**config.mk**
```make
export PLATFORM = sky130hd
export DESIGN_NAME = fwd_hazard_unit
export DESIGN_NICKNAME = d
export VERILOG_FILES = /design/src/rtl/fwd_hazard_unit_pkg.sv /design/src/rtl/fwd_hazard_unit_match.sv /design/src/rtl/fwd_hazard_unit.sv
export SDC_FILE = /design/constraint.sdc
export NUM_CORES = 1
export LEC_CHECK = 0
export ABC_AREA = 1
export CORE_MARGIN = 5
export CORE_UTILIZATION = 45
export DETAILED_ROUTE_END_ITERATION = 6
export PLACE_DENSITY = 0.93
export REMOVE_ABC_BUFFERS = 1
export SYNTH_ARGS = -nofsm -noshare
export SYNTH_HDL_FRONTEND = slang
export SYNTH_SLANG_ARGS = --single-unit
```
**constraint.sdc**
```tcl
create_clock -name clk -period 2.4 [get_ports clk]
set_input_delay 0.24 -clock clk [delete_from_list [all_inputs] [get_ports clk]]
set_output_delay 0.24 -clock clk [all_outputs]
set_load 0.05 [all_outputs]
```
**src/rtl/fwd_hazard_unit_pkg.sv**
```systemverilog
// Shared definitions for the forwarding / hazard unit: forwarding-select
// encoding and the hazard FSM state type.
package fwd_hazard_unit_pkg;

    // Operand source select, shared by the EX and ID (branch-compare) muxes.
    localparam logic [1:0] FWD_RF      = 2'd0;  // register file
    localparam logic [1:0] FWD_MEM_ALU = 2'd1;  // ALU result (MEM, or EX for the ID bypass)
    localparam logic [1:0] FWD_MEM_LD  = 2'd2;  // load data in MEM
    localparam logic [1:0] FWD_WB      = 2'd3;  // write-back data

    typedef enum logic [1:0] {
        RUN       = 2'd0,
        LU_BUBBLE = 2'd1,
        MEM_WAIT  = 2'd2
    } hz_state_e;

endpackage

```
**src/rtl/fwd_hazard_unit_match.sv**
```systemverilog
// fwd_match: one operand's producer compare and priority select.
// USE_EX enables the EX-to-ID bypass (ID-side instances only).
module fwd_match #(
    parameter int AW     = 5,
    parameter bit USE_EX = 1'b0
) (
    input  logic [AW-1:0] i_rs,
    input  logic [AW-1:0] i_rd_ex,
    input  logic          i_wb_ex,
    input  logic          i_memread_ex,
    input  logic [AW-1:0] i_rd_mem,
    input  logic          i_wb_mem,
    input  logic          i_memread_mem,
    input  logic [AW-1:0] i_rd_wb,
    input  logic          i_wb_wb,
    output logic [1:0]    o_sel
);
    import fwd_hazard_unit_pkg::*;

    logic w_rs_nz;
    logic w_ex_hit;
    logic w_mem_hit;
    logic w_wb_hit;

    // x0 is hardwired to zero, so a zero source address never hits.
    assign w_rs_nz   = (i_rs != '0);
    // A load in EX has no data yet; it is left to the load-use stall.
    assign w_ex_hit  = USE_EX && i_wb_ex && !i_memread_ex && w_rs_nz && (i_rd_ex == i_rs);
    assign w_mem_hit = i_wb_mem && w_rs_nz && (i_rd_mem == i_rs);
    assign w_wb_hit  = i_wb_wb && w_rs_nz && (i_rd_wb == i_rs);

    // Youngest producer wins: EX (ID side only), then MEM, then WB.
    always_comb begin
        // NOTE: assign a default first so no path leaves o_sel unassigned (no latch).
        o_sel = FWD_RF;
        if (w_ex_hit) begin
            o_sel = FWD_MEM_ALU;
        end else if (w_mem_hit) begin
            o_sel = i_memread_mem ? FWD_MEM_LD : FWD_MEM_ALU;
        end else if (w_wb_hit) begin
            o_sel = FWD_WB;
        end
    end

endmodule

```
**src/rtl/fwd_hazard_unit.sv**
```systemverilog
// fwd_hazard_unit: operand forwarding selects for EX and ID, load-use
// bubble insertion and data-memory wait stalls for a 5-stage pipeline.
// Optional feature macro FWD_HAZARD_PERF_EN adds the stall_cnt counter port.
module fwd_hazard_unit #(
    parameter int NSRC = 2,
    parameter int AW   = 5,
    parameter int CW   = 32
) (
    input  logic               clk,
    input  logic               rstn,
    input  logic [NSRC*AW-1:0] rs_id,
    input  logic [NSRC*AW-1:0] rs_ex,
    input  logic [AW-1:0]      rd_ex,
    input  logic [AW-1:0]      rd_mem,
    input  logic [AW-1:0]      rd_wb,
    input  logic               wb_ex,
    input  logic               wb_mem,
    input  logic               wb_wb,
    input  logic               memread_ex,
    input  logic               memread_mem,
    input  logic               mem_req,
    input  logic               mem_ready,
    output logic [NSRC*2-1:0]  fwd_ex,
    output logic [NSRC*2-1:0]  fwd_id,
    output logic               stall_if,
    output logic               stall_id,
    output logic               stall_ex,
    output logic               stall_mem,
    output logic               flush_ex
`ifdef FWD_HAZARD_PERF_EN
    ,
    output logic [CW-1:0]      stall_cnt
`endif
);
    import fwd_hazard_unit_pkg::*;

    if (NSRC < 1 || NSRC > 4 || AW < 1 || CW < 1) begin : g_param_check
        $error("fwd_hazard_unit: parameter out of range");
    end

    hz_state_e r_state;
    hz_state_e w_next;
    logic      w_lu;
    logic      w_id_hit;
    logic      w_mem_wait;
    logic      w_stall_front;
    logic      w_stall_back;
    logic      w_flush;

    // Per-operand forwarding selects for EX and ID.
    for (genvar k = 0; k < NSRC; k++) begin : g_src
        fwd_match #(.AW(AW), .USE_EX(1'b0)) u_ex_match (
            .i_rs          (rs_ex[k*AW +: AW]),
            .i_rd_ex       (rd_ex),
            .i_wb_ex       (wb_ex),
            .i_memread_ex  (memread_ex),
            .i_rd_mem      (rd_mem),
            .i_wb_mem      (wb_mem),
            .i_memread_mem (memread_mem),
            .i_rd_wb       (rd_wb),
            .i_wb_wb       (wb_wb),
            .o_sel         (fwd_ex[k*2 +: 2])
        );
        fwd_match #(.AW(AW), .USE_EX(1'b1)) u_id_match (
            .i_rs          (rs_id[k*AW +: AW]),
            .i_rd_ex       (rd_ex),
            .i_wb_ex       (wb_ex),
            .i_memread_ex  (memread_ex),
            .i_rd_mem      (rd_mem),
            .i_wb_mem      (wb_mem),
            .i_memread_mem (memread_mem),
            .i_rd_wb       (rd_wb),
            .i_wb_wb       (wb_wb),
            .o_sel         (fwd_id[k*2 +: 2])
        );
    end

    // Load-use detect: a load in EX feeding any ID source operand.
    always_comb begin
        // NOTE: combinational blocks use blocking '=' so later lines see earlier results.
        w_id_hit = 1'b0;
        for (int k = 0; k < NSRC; k++) begin
            if (rs_id[k*AW +: AW] == rd_ex) begin
                w_id_hit = 1'b1;
            end
        end
        w_lu = w_id_hit && memread_ex && wb_ex && (rd_ex != '0);
    end

    assign w_mem_wait = mem_req && !mem_ready;

    // State register; reset abandons any pending wait or bubble.
    always_ff @(posedge clk or negedge rstn) begin
        // NOTE: sequential state uses non-blocking '<=' so all flops update together.
        if (!rstn) begin
            r_state <= RUN;
        end else begin
            r_state <= w_next;
        end
    end

    // Next-state logic: a memory wait outranks a load-use bubble.
    always_comb begin
        w_next = r_state;
        unique case (r_state)
            RUN: begin
                if (w_mem_wait) begin
                    w_next = MEM_WAIT;
                end else if (w_lu) begin
                    w_next = LU_BUBBLE;
                end
            end
            LU_BUBBLE: w_next = w_mem_wait ? MEM_WAIT : RUN;
            MEM_WAIT:  w_next = mem_ready ? RUN : MEM_WAIT;
            default:   w_next = RUN;
        endcase
    end

    // Stall/flush outputs. A memory wait freezes the whole pipe from its
    // first cycle. The bubble cycle itself never stalls, so one hazard yields
    // exactly one bubble; in every other cycle (including the wait-release
    // cycle) a live load-use hazard holds IF/ID and bubbles EX.
    always_comb begin
        w_stall_front = 1'b0;
        w_stall_back  = 1'b0;
        w_flush       = 1'b0;
        if (w_mem_wait) begin
            w_stall_front = 1'b1;
            w_stall_back  = 1'b1;
        end else if (r_state != LU_BUBBLE) begin
            w_stall_front = w_lu;
            w_flush       = w_lu;
        end
    end

    // Outputs are forced quiet while reset is held.
    assign stall_if  = rstn && w_stall_front;
    assign stall_id  = rstn && w_stall_front;
    assign stall_ex  = rstn && w_stall_back;
    assign stall_mem = rstn && w_stall_back;
    assign flush_ex  = rstn && w_flush;

`ifdef FWD_HAZARD_PERF_EN
    logic [CW-1:0] r_stall_cnt;

    // Saturating count of cycles with the front end stalled.
    always_ff @(posedge clk or negedge rstn) begin
        if (!rstn) begin
            r_stall_cnt <= '0;
        end else if (stall_if && (r_stall_cnt != '1)) begin
            r_stall_cnt <= r_stall_cnt + CW'(1);
        end
    end

    assign stall_cnt = r_stall_cnt;
`endif

endmodule

```
==> results.json <==
{
  "insertion_delay_ns": 0.24,
  "num_io_pins": 57,
  "grt_pass1_vias": 1471,
  "vias": 1723,
  "die_area_um2": 3750,
  "critPathCaptureType": "primary output",
  "start_util": 0.472,
  "hold_viol": 0,
  "wl_met1_um": 1700,
  "fin_area_um2": 1890,
  "status": "finished clean",
  "cts_tree": "done",
  "cts_buffers": 3,
  "syn_avg_cell_area_um2": 4.76,
  "cp_slowest_stage_delay_ns": 0.62,
  "r2r_start": "r_state[1]$_DFFE_PN0P_",
  "cts_root_buffer": "clkbuf_4",
  "seq_area_um2": 50.0,
  "vias_per_cell": 5.14,
  "grt_usage": 0.221,
  "worst_setup_path_start_kind": "input port",
  "largest_register_ffs": 2,
  "pwr-share-comb": 0.727,
  "drt_iter0_drc": 108,
  "switching_share": 0.451,
  "regMostFlops": "r_state",
  "crit_required_ns": 2.16,
  "multi_input_comb_area_um2": 938,
  "period_share": 0.870,
  "htreeDepth": 1,
  "reg_top3": "r_state x2",
  "diodes": 0,
  "ys_types": 27,
  "skew_ns": 0.00842,
  "row_count": 18,
  "syn-cell-area_um2": 1180,
  "final_util": 0.756,
  "stdcell_count": 335,
  "postLayoutSetupSlackWorst_ns": 0.313,
  "clkTransAtPathRegs_ns": 0.04,
  "yosys.area.top_type_share": 0.293,
  "nFillCells": 192,
  "maxSlewViolCount": 0,
  "setup_viol_count_final": 0,
  "crit_path_cell_trace": "clkdlybuf4s50_1, nor2_1, nand4_1, nand3b_1, nor2_1, nor2_1, nor2_1, buf_12",
  "synth-seq-cells": 2,
  "seq_area_frac_synth": 0.0424,
  "fmax_mhz": 479,
  "antenna_found_initial": 0,
  "slew_headroom": 0.807,
  "core_area_um2": 2500,
  "synth_area_leaders": "nand2_1 29%, inv_1 11%, nor2_1 10%",
  "finalSetupTns_ns": 0,
  "cap_violations": 0,
  "first_pass_iters": 5,
  "drive_gt1_frac": 0.108,
  "place_inst": 332,
  "r2r_cells": 2,
  "leakagePower_nw": 1.00,
  "ctsHoldBuffers": 0,
  "cts_buffer_depth": 2,
  "power_frac_seq": 0.083,
  "route.met3.wl_um": 370,
  "drc": 0,
  "grt_overflow": 0,
  "worst_path_max_delay_cell": "clkdlybuf4s50_1",
  "power_density_nw_per_um2": 233,
  "cp.arrival_ns": 1.85,
  "worstSetupPathType": "input port to primary output",
  "clock_power_share": 0.189,
  "grt_pass1_wl_um": 6280,
  "hpwlAfterDp_um": 3510,
  "p_sw_w": 0.000198,
  "highest_layer": "met4",
  "crit_fanout": 5,
  "numClockSinks": 2,
  "r2r_setup_slack_ns": 1.59,
  "tightest_slew_ns": 0.289,
  "detail_route.wl_per_cell_um": 12.2,
  "yosysWarnings": 0,
  "cts_resized": 0,
  "syn_to_final_growth_pct": 60.2,
  "r2r_end": "r_state[0]$_DFFE_PN0P_",
  "p_int_w": 0.000241,
  "fin_crit_ns": 2.09,
  "drt.antenna.violating_nets": 0,
  "dp_slack_ns": 0.356,
  "rsz0062_at_grt": "no",
  "yosysTopAreaCell": "nand2_1",
  "io_buffers": 56,
  "ir_drop_v": 0.000181,
  "die_h_um": 61.2,
  "postCtsSetupBuffers": 0,
  "routabilityCongestion": 1.01,
  "nNetsFinal": 351,
  "placed_area_um2": 1870,
  "grt_max_degree": 8,
  "wl_um": 4090,
  "hp-class": "input port to asynchronous set/reset pin",
  "timing.critical_path.mode_cell": "nor2_1",
  "syn_inst": 248,
  "wl_met2_um": 1940,
  "die_width_um": 61.2
}
-- kinds of logic (layout without fill, tap and decap cells) --
kind of cell	count (synthesis)	count (layout)	synth area share
simple gates	162	162	0.591
buf+inv	49	106	0.162
compound gates	21	21	0.101
xor+xnor	14	14	0.104
flops	2	2	0.0424
-- Yosys cell counts (all sizes together) --
master and number:
a211oi 1, a21boi 1, a21oi 3, and2 2
and3 1, buf 2, dfrtp 2, inv 47
nand2 92, nand3 19, nand3b 2, nand4 5
nor2 36, nor2b 2, nor3 2, o211ai 2
o21ai 11, o22ai 3, or2 1, xnor2 10
xor2 4
-- how the worst max path moves through the flow --
stage | endpoint | from | slack (ns) | depth (start not counted)
finish | fwd_id[3] | rs_id[5] | 0.31 | 8
global route | flush_ex | rs_id[7] | 0.18 | 10
CTS | fwd_id[3] | rs_id[5] | 0.35 | 8
detailed placement | flush_ex | rs_id[6] | 0.36 | 10
global placement | fwd_id[3] | rs_id[5] | 0.36 | 8
floorplan | stall_id | mem_req | -0.38 | 6
-- routing by layer --
layer | track usage | vias up
met5 | 0 | -
met4 | 0.0805 | 0
met3 | 0.0210 | 9
met2 | 0.360 | 83
met1 | 0.303 | 754
li1 | - | 877
-- power groups by stage --
| stage | sequential [W] | clock, W | combinational [W] |
|---|---|---|---|
| 3_5_place_dp | 0.0000370 | 0 | 0.000316 |
| 4_1_cts | 0.0000366 | 0.0000835 | 0.000318 |
| 6_report | 0.0000367 | 0.0000832 | 0.000320 |
| 3_3_place_gp | 0.0000369 | 0 | 0.000311 |
| 5_1_grt | 0.0000369 | 0.0000886 | 0.000347 |
| 2_1_floorplan | 0.0000368 | 0 | 0.000157 |
-- critical path: cells and delay by family --
family	cells	cell delay, ns
simple gates	6	0.82
buf+inv	2	0.78
-- per-stage QoR --
stage,hold WS [ns],total power [W]
floorplan,-0.0556,0.000194
global placement,0.423,0.000348
detailed placement,0.427,0.000353
CTS,0.175,0.000438
global route,0.183,0.000473
finish,0.175,0.000440
-- cell usage in the layout (no fill, tap or decap), types with 4 or more instances in the layout --
master | netlist | routed
nand2_1 | 92 | 92
clkdlybuf4s50_1 | 0 | 43
inv_1 | 36 | 36
nor2_1 | 32 | 32
nand3_1 | 19 | 19
inv_2 | 11 | 11
buf_12 | 0 | 11
xnor2_1 | 10 | 10
o21ai_0 | 7 | 7
nand4_1 | 5 | 5
xor2_1 | 4 | 4
o21ai_1 | 4 | 4
-- final cells by class --
cell class              instances  area share
repair buffers                 56       0.352
clock buffers                   3      0.0119
well taps                      30      0.0199
flip-flops and latches          2      0.0265
multi-input cells             197       0.496
inverters                      47      0.0933
Power figures use the tool's default switching activity.
